--- config.mk ---
export PLATFORM = sky130hd
export DESIGN_NAME = bit_deserializer
export DESIGN_NICKNAME = d
export VERILOG_FILES = /design/src/rtl/bitrec_pkg.sv /design/src/rtl/sync_fifo.sv /design/src/rtl/bit_deserializer.sv
export SDC_FILE = /design/constraint.sdc
export NUM_CORES = 1
export LEC_CHECK = 0
export BUFFER_PORTS_ARGS = -buffer_cell sky130_fd_sc_hd__clkbuf_2
export CAP_MARGIN = 5
export CORE_MARGIN = 8
export CORE_UTILIZATION = 38
export DETAILED_ROUTE_END_ITERATION = 8
export PLACE_DENSITY = 0.56
export SKIP_CTS_REPAIR_TIMING = 1
export SLEW_MARGIN = 20
export SYNTH_ARGS = -nofsm -noshare
export SYNTH_HDL_FRONTEND = slang
export SYNTH_SLANG_ARGS = --single-unit
--- constraint.sdc ---
create_clock -name clk -period 2.47 [get_ports clk]
set_clock_uncertainty 0.1 [all_clocks]
set_input_delay 0.1235 -clock clk [delete_from_list [all_inputs] [get_ports clk]]
set_output_delay 0.1235 -clock clk [all_outputs]
set_load 0.03 [all_outputs]
--- src/rtl/bitrec_pkg.sv ---
// Shared definitions for the bit-recovery path: deserializer state encoding and
// constants common with the clock-recovery stage.
package bitrec_pkg;

  localparam int unsigned PERIOD_LEN = 32;
  localparam logic [7:0]  SYNC_WORD  = 8'hD5;

  typedef enum logic [1:0] {
    StIdle = 2'd0,
    StHunt = 2'd1,
    StData = 2'd2
  } state_e;

endpackage

--- src/rtl/sync_fifo.sv ---
// Single-clock FIFO with registered storage; Depth must be a power of two.
// A write while full is accepted only when a read happens in the same cycle.
module sync_fifo #(
  parameter int unsigned Width = 8,
  parameter int unsigned Depth = 4
) (
  input  logic             clk,
  input  logic             rst_n,
  input  logic             wr_en,
  input  logic [Width-1:0] wr_data,
  output logic             full,
  input  logic             rd_en,
  output logic [Width-1:0] rd_data,
  output logic             empty
);

  localparam int unsigned AddrW = $clog2(Depth);
  localparam logic [AddrW:0] PtrOne = 1;

  logic [Width-1:0] mem_q [Depth];
  logic [AddrW:0]   wr_ptr_q, wr_ptr_d;
  logic [AddrW:0]   rd_ptr_q, rd_ptr_d;
  logic             do_wr, do_rd;

  // Extra pointer MSB distinguishes full from empty.
  assign empty = (wr_ptr_q == rd_ptr_q);
  assign full  = (wr_ptr_q[AddrW] != rd_ptr_q[AddrW]) &&
                 (wr_ptr_q[AddrW-1:0] == rd_ptr_q[AddrW-1:0]);

  assign do_rd   = rd_en && !empty;
  assign do_wr   = wr_en && (!full || do_rd);
  assign rd_data = mem_q[rd_ptr_q[AddrW-1:0]];

  always_comb begin
    wr_ptr_d = wr_ptr_q;
    rd_ptr_d = rd_ptr_q;
    if (do_wr) wr_ptr_d = wr_ptr_q + PtrOne;
    if (do_rd) rd_ptr_d = rd_ptr_q + PtrOne;
  end

  always_ff @(posedge clk or negedge rst_n) begin
    if (!rst_n) begin
      wr_ptr_q <= '0;
      rd_ptr_q <= '0;
      for (int i = 0; i < Depth; i++) mem_q[i] <= '0;
    end else begin
      wr_ptr_q <= wr_ptr_d;
      rd_ptr_q <= rd_ptr_d;
      if (do_wr) mem_q[wr_ptr_q[AddrW-1:0]] <= wr_data;
    end
  end

endmodule

--- src/rtl/bit_deserializer.sv ---
// Mid-bit sampler with edge-resynchronised phase, sync-word hunt and MSB-first
// byte assembly, delivering bytes through a small FIFO with valid/ready.
module bit_deserializer #(
  parameter int unsigned PERIOD_LEN = bitrec_pkg::PERIOD_LEN,
  parameter logic [7:0]  SYNC_WORD  = bitrec_pkg::SYNC_WORD,
  parameter int unsigned MIN_PERIOD = 8,
  parameter int unsigned IDLE_BITS  = 16,
  parameter int unsigned FIFO_DEPTH = 4
) (
  input  logic                  clk,
  input  logic                  rst_n,
  input  logic                  signal,
  input  logic [PERIOD_LEN-1:0] bit_period,
  input  logic                  period_lock,
  output logic [7:0]            data,
  output logic                  data_valid,
  input  logic                  data_ready,
  output logic                  frame_active,
  output logic                  overflow
);

  import bitrec_pkg::*;

  localparam int unsigned IdleW = $clog2(IDLE_BITS + 1);

  logic                  sync1_q, sync2_q, prev_q;
  logic                  line_edge;
  logic [PERIOD_LEN-1:0] phase_q, phase_d;
  logic                  strobe;
  logic [IdleW-1:0]      idle_q, idle_d;
  logic                  idle_hit;
  logic                  go_idle;
  state_e                state_q, state_d;
  logic [7:0]            shift_q, shift_d;
  logic [2:0]            bit_cnt_q, bit_cnt_d;
  logic                  push_q, push_d;
  logic [7:0]            push_byte_q, push_byte_d;
  logic                  frame_active_q;
  logic                  overflow_q, overflow_d;
  logic                  fifo_full, fifo_empty, pop, fifo_wr;

  assign line_edge = sync2_q ^ prev_q;
  assign go_idle   = !period_lock || (bit_period < PERIOD_LEN'(MIN_PERIOD));
  // An edge resets phase, so it also suppresses a coincident strobe.
  assign strobe    = (state_q != StIdle) && !line_edge && (phase_q == (bit_period >> 1));
  assign idle_hit  = (idle_q == IdleW'(IDLE_BITS));

  always_comb begin
    phase_d = phase_q + PERIOD_LEN'(1);
    if (line_edge) begin
      phase_d = '0;
    end else if (phase_q >= bit_period - PERIOD_LEN'(1)) begin
      phase_d = '0;
    end
  end

  always_comb begin
    idle_d = idle_q;
    if (line_edge) begin
      idle_d = '0;
    end else if (strobe && !idle_hit) begin
      idle_d = idle_q + IdleW'(1);
    end
  end

  always_comb begin
    state_d     = state_q;
    shift_d     = shift_q;
    bit_cnt_d   = bit_cnt_q;
    push_d      = 1'b0;
    push_byte_d = push_byte_q;
    if (go_idle) begin
      state_d   = StIdle;
      shift_d   = '0;
      bit_cnt_d = '0;
    end else begin
      unique case (state_q)
        StIdle: state_d = StHunt;
        StHunt: begin
          if (strobe) begin
            shift_d = {shift_q[6:0], sync2_q};
            if (shift_d == SYNC_WORD) begin
              state_d   = StData;
              bit_cnt_d = '0;
            end
          end
        end
        StData: begin
          if (idle_hit) begin
            state_d   = StHunt;
            shift_d   = '0;
            bit_cnt_d = '0;
          end else if (strobe) begin
            shift_d   = {shift_q[6:0], sync2_q};
            bit_cnt_d = bit_cnt_q + 3'd1;
            if (bit_cnt_q == 3'd7) begin
              push_d      = 1'b1;
              push_byte_d = shift_d;
            end
          end
        end
        default: state_d = StIdle;
      endcase
    end
  end

  assign pop        = data_ready && !fifo_empty;
  assign fifo_wr    = push_q && (!fifo_full || pop);
  assign overflow_d = overflow_q || (push_q && fifo_full && !pop);

  always_ff @(posedge clk or negedge rst_n) begin
    if (!rst_n) begin
      sync1_q        <= 1'b0;
      sync2_q        <= 1'b0;
      prev_q         <= 1'b0;
      phase_q        <= '0;
      idle_q         <= '0;
      state_q        <= StIdle;
      shift_q        <= '0;
      bit_cnt_q      <= '0;
      push_q         <= 1'b0;
      push_byte_q    <= '0;
      frame_active_q <= 1'b0;
      overflow_q     <= 1'b0;
    end else begin
      sync1_q        <= signal;
      sync2_q        <= sync1_q;
      prev_q         <= sync2_q;
      phase_q        <= phase_d;
      idle_q         <= idle_d;
      state_q        <= state_d;
      shift_q        <= shift_d;
      bit_cnt_q      <= bit_cnt_d;
      push_q         <= push_d;
      push_byte_q    <= push_byte_d;
      frame_active_q <= (state_d == StData);
      overflow_q     <= overflow_d;
    end
  end

  sync_fifo #(
    .Width(8),
    .Depth(FIFO_DEPTH)
  ) u_fifo (
    .clk    (clk),
    .rst_n  (rst_n),
    .wr_en  (fifo_wr),
    .wr_data(push_byte_q),
    .full   (fifo_full),
    .rd_en  (pop),
    .rd_data(data),
    .empty  (fifo_empty)
  );

  assign data_valid   = !fifo_empty;
  assign frame_active = frame_active_q;
  assign overflow     = overflow_q;

endmodule

==> Yosys cells after proc, flatten, opt, wreduce, memory -nomap -nowiden <==
Index checks and enable logic that the tools add are counted.
{ "word_totals": {"register_bits": 102, "out_inout_bits": 11, "wordCells": 104} }
{ "classes": {"n_addsub": 6, "n_lt_le_gt_ge": 5, "eq_ne": 13, "mux": 30, "bitwise": 5, "n_reduce_logical": 27} }
{ "ops": {"columns": ["op", "n"], "rows": [
  ["two-way mux 32 bit", 2],
  ["two-way mux 8 bit", 6],
  ["adder 32 x 1 -> 32 bit (second input constant)", 1],
  ["bitwise mux 32 bit", 1],
  ["== test 32 x 31 -> 1 bit", 1],
  ["greater-or-equal comparator 32 bit", 1],
  ["< comparator 32 x 4 -> 1 bit (second input constant)", 1],
  ["subtractor 32 x 1 -> 32 bit (second input constant)", 1],
  ["binary-select mux 8 bit (select 2 bit)", 1],
  ["demux 8 bit (select 2 bit)", 1],
  ["case mux 8 bit (2 select lines)", 1],
  ["two-way mux 3 bit", 5],
  ["logical AND 1 bit", 11],
  ["two-way mux 5 bit", 2],
  ["adder 3 x 1 -> 3 bit (second input constant)", 3],
  ["== test 8 bit (second input constant)", 1],
  ["two-way mux 2 bit", 4],
  ["greater-or-equal comparator 3 bit (second input constant)", 2],
  ["zero test 1 bit", 6],
  ["inequality test 3 bit (second input constant)", 2],
  ["NOT 2 -> 3 bit", 2],
  ["case mux 2 bit (3 select lines)", 1],
  ["case mux 3 bit (2 select lines)", 1],
  ["adder 5 x 1 -> 5 bit (second input constant)", 1],
  ["other kinds (18)", 28]
]} }

==> Longest topological paths before layout <==
{ "logic_depth": {"word_depth": 8, "depth_mapped": 15, "depth_no_buf": 14} }

==> Cells and area by module <==
A second synthesis with hierarchy kept.
{ "unflattened": {"hier_cells": 577, "hier_area_um2": 6333.6} }
{ "modules_own_cells": {"columns": ["mod", "instances", "cells_per_inst", "area_each_um2"], "rows": [
  ["bit_deserializer", 1, 466, 4458.0],
  ["sync_fifo", 1, 111, 1875.5]
]} }

==> Least setup slack after synthesis <==
Ideal clock, no wire load.
{ "synth_path": {"path_type": "input to register", "startpoint": "input port bit_period[4]", "endpoint": "register phase_q[21]", "setup_ns": 0.161, "arrival_time_ns": 3.184, "required_time_ns": 2.209, "slack_ns": -0.975, "path_stages": 13, "n_path_buf": 2, "path_cell_list": "buf_2 nor4_1 and4_2 nand2_2 or3_4 nor4_4 xnor2_1 ha_1 nand4_1 a21o_1 a2111oi_1 buf_2 a2111oi_0"} }
{ "synth_via": {"elab_chain_len": 4} }
{ "synth_lines": {"columns": ["element", "line_no", "rtl"], "rows": [
  ["from (decl)", "bit_deserializer.sv:13", "input logic [PERIOD_LEN-1:0] bit_period,"],
  ["subtractor 32 x 1 -> 32 bit", "bit_deserializer.sv:52", "end else if (phase_q >= bit_period - PERIOD_LEN'(1)) begin"],
  ["greater-or-equal comparator 32 bit", "bit_deserializer.sv:52", null],
  ["two-way mux 32 bit", "bit_deserializer.sv:52", null],
  ["two-way mux 32 bit", "bit_deserializer.sv:50", "if (line_edge) begin"],
  ["net phase_d[21]", "bit_deserializer.sv:28", "logic [PERIOD_LEN-1:0] phase_q, phase_d;"],
  ["to (signal assigned)", "bit_deserializer.sv:129", "phase_q <= phase_d;"],
  ["to (decl)", "bit_deserializer.sv:28", null]
]} }
The timed path passes the listed nets, and every way through them passes these cells.
A chain may end at the register's enable or synchronous reset.

==> Final worst setup path <==
{ "layout_path": {"startpoint": "input port bit_period[20]", "endpoint": "register phase_q[10]"} }
Same word-level chain as after synthesis.

==> results_dict.tcl <==
set metrics [dict create \
    dp_slack_ps -1054 \
    powerDensity_mw_per_mm2 427.1 \
    ys_seq_elements 101 \
    ir_drop_mv 0.5827 \
    clock-root-buffer "clkbuf_16" \
    antenna_found_initial 0 \
    slew_viol_final 0 \
    wl_per_cell_um 18.02 \
    crit_slowest_cell "or4_4" \
    vias_per_cell 5.443 \
    final_cell_mix "buf_4, dfrtp_1, xnor2_1" \
    grt_pass1_vias 5612 \
    numPortBuffers 47 \
    core_area_mm2 0.01712 \
    p_int_mw 2.695 \
    cpPeakStageDelay_ps 530 \
    drt_iter0_markers 274 \
    syn_area_mm2 0.006600 \
    die_width_um 147.8 \
    synth_compound_area_share_pct 11.70 \
    cp_cell_sequence "buf_6 > or4_4 > or3_4 > or3_4 > nor4_4 > xnor2_1 > ha_1 > nand4_1 > a21o_1 > buf_6 > a2111oi_4 > buf_6 > clkbuf_16 > a2111oi_4" \
    hold_viol_final 0 \
    io_pins 48 \
    cp-start-kind "input port" \
    syn-num-nets 703 \
    synth-edff-count 0 \
    synth_flop_cell "dfrtp_1" \
    stdcell_count 999 \
    swShare_pct 27.65 \
    die_h_um 147.8 \
    syn2layout_area_growth_pct 32.17 \
    antennaDiodeCount 0 \
    path_class "input port to flip-flop" \
    p_leak_nw 3.842 \
    power_mw 3.726 \
    drt_pre_antenna_iters 4 \
    layout_setup_ws_ps -614.7 \
    post-route-period-util_pct 124.9 \
    fmax_mhz 324.2 \
    synth_cells 623 \
    cts_max_path_buffers 2 \
    yosys_warnings 0 \
    final_common_cell "buf_4" \
    gp_congestion 0.8932 \
    tightest_slew_ps 591.7 \
    synth-seq-area-share_pct 38.29 \
    cp-end-kind "flip-flop" \
    cp.required_ps 2590 \
    clock_sinks 101 \
    start_util_pct 38.56 \
    grtUsageTotal_pct 16.36 \
    grt_max_degree 61 \
    violations "negative setup slack" \
    grt_pass1_wl_mm 28.61 \
    netSwitchingPower_mw 1.030 \
    synth-async-reset-ratio_pct 100.0 \
    rsz0062_at_grt "true" \
    wl_mm 18.01 \
    status "finished, violations left" \
    synth_top_family_by_area "simple AND/OR/NAND/NOR gates" \
    p_clk_share_pct 35.7 \
    clock_latency_ps 350 \
    p_seq_share_pct 46.4 \
    fin_nets 850 \
    whs_ps 125.9 \
    slew_headroom_pct 60.55 \
    path_common_cell "buf_6" \
    drc_errors 0 \
    die-area_mm2 0.02184 \
    cp.arrival_ps 3200 \
    synth-simple-area-share_pct 15.00 \
    synth_xor_area_share_pct 13.14 \
    dp_cells 971 \
    cp_max_fo 6 \
    drv_cap 0 \
    vias 5438 \
    rows 48 \
    hpwl_mm 13.65 \
    path_clk_slew_ps 70 \
    grt-ovfl-total 0 \
    p_comb_share_pct 17.9 \
    cts_buffers 9 \
    synthMuxAreaShare_pct 10.35 \
    cts_tree "done" \
    htree_levels 3 \
    hold_path.class "input port to flip-flop" \
    synthAdderAreaFrac_pct 8.152 \
    post-route-min-period_ps 3085 \
    synth_cell_types 56 \
    drtAntennaViolNets 0 \
    drive_above_1_share_pct 38.24 \
    synth_area_per_cell_um2 10.59 \
    setup_violations 33 \
]
[worst paths after layout]
check | from | cells after the start | slack [ps] | to
worst max-delay path | bit_period[20] | 14 | -610 | phase_q[10]$_DFF_PN0_
max in group asynchronous | rst_n | 3 | 1330 | u_fifo.mem_q[2]$_DFFE_PN0P_
worst min-delay path | period_lock | 4 | 130 | shift_q[0]$_DFFE_PN0N_
min in group asynchronous | rst_n | 2 | 230 | u_fifo.rd_ptr_q[2]$_DFFE_PN0P_
worst min register to register | sync1_q$_DFF_PN0_ | 0 | 250 | sync2_q$_DFF_PN0_
worst max register to register | phase_q[25]$_DFF_PN0_ | 10 | -70 | phase_q[17]$_DFF_PN0_
[layer usage]
metal  track usage (%)  routed length, µm
met2             28.62               9119
met4             5.099                280
met3             2.721                618
met5                 0                  0
met1             20.17               7988
[state kept, by name, indices dropped and copies added (netlist names), 3 cells and up]
register and count:
idle_q 5, phase_q 32, bit_cnt_q 3, u_fifo.rd_ptr_q 3, shift_q 7, u_fifo.wr_ptr_q 3
u_fifo.mem_q 32, push_byte_q 8
[worst max-delay path: cells and delay by family]
kind                     cells  cell delay, ps
adder cells (fa/ha/maj)      1             300
AND/OR/NAND/NOR              5            1510
buffers and inverters        4             620
AO/OA/AOI/OAI                3             540
XOR/XNOR                     1             100
[power groups by stage]
| stage | clock [mW] | sequential (mW) | combinational (mW) |
|---|---|---|---|
| finish | 1.33 | 1.73 | 0.667 |
| global route | 1.42 | 1.73 | 0.736 |
| CTS | 1.36 | 1.73 | 0.652 |
| detailed placement | 0 | 1.76 | 0.650 |
| global placement | 0 | 1.76 | 0.634 |
| floorplan | 0 | 1.75 | 0.388 |
[synthesized netlist by cell type, types with 19 or more instances]
| library cell | n | share of area, % |
|---|---|---|
| nor2_1 | 31 | 1.8 |
| a21o_1 | 19 | 2.2 |
| inv_1 | 22 | 1.3 |
| a2111oi_0 | 23 | 3.1 |
| mux2_2 | 42 | 7.2 |
| dfrtp_1 | 101 | 38 |
| xnor2_1 | 55 | 7.3 |
| nand3_1 | 24 | 1.8 |
| a21oi_1 | 22 | 1.7 |
| xor2_1 | 44 | 5.8 |
| nor3_1 | 20 | 1.5 |
| nor4_1 | 20 | 1.9 |
| ha_1 | 43 | 8.2 |
| nand2_1 | 29 | 1.6 |
[cell type report]
| class | instances | area (µm²) |
|---|---|---|
| Timing Repair Buffer | 164 | 1269 |
| Multi-Input combinational cell | 472 | 4294 |
| Sequential cell | 101 | 2527 |
| Fill cell | 1539 | 8393 |
| Clock inverter | 3 | 22.52 |
| Clock buffer | 12 | 246.5 |
| Tap cell | 225 | 281.5 |
| Inverter | 22 | 82.58 |
[cell families (layout without fill, tap and decap cells)]
group / Yosys count / in the layout
AND/OR/NAND/NOR: 178 / 178
flip-flops: 101 / 101
AO/OA/AOI/OAI: 99 / 99
XOR/XNOR: 99 / 99
multiplexers: 53 / 53
buffers and inverters: 50 / 201
adder cells (fa/ha/maj): 43 / 43
[per-stage QoR]
step | instance area [µm²] | setup TNS, ps | util [%]
global placement | 8018 | -32130 | 46.84
global route | 8723 | -24360 | 50.96
detailed placement | 8018 | -34660 | 46.84
finish | 8723 | -18710 | 50.96
floorplan | 6809 | -24220 | -
CTS | 8287 | -23180 | 48.41
No activity file was read; power rests on OpenSTA's default activity.
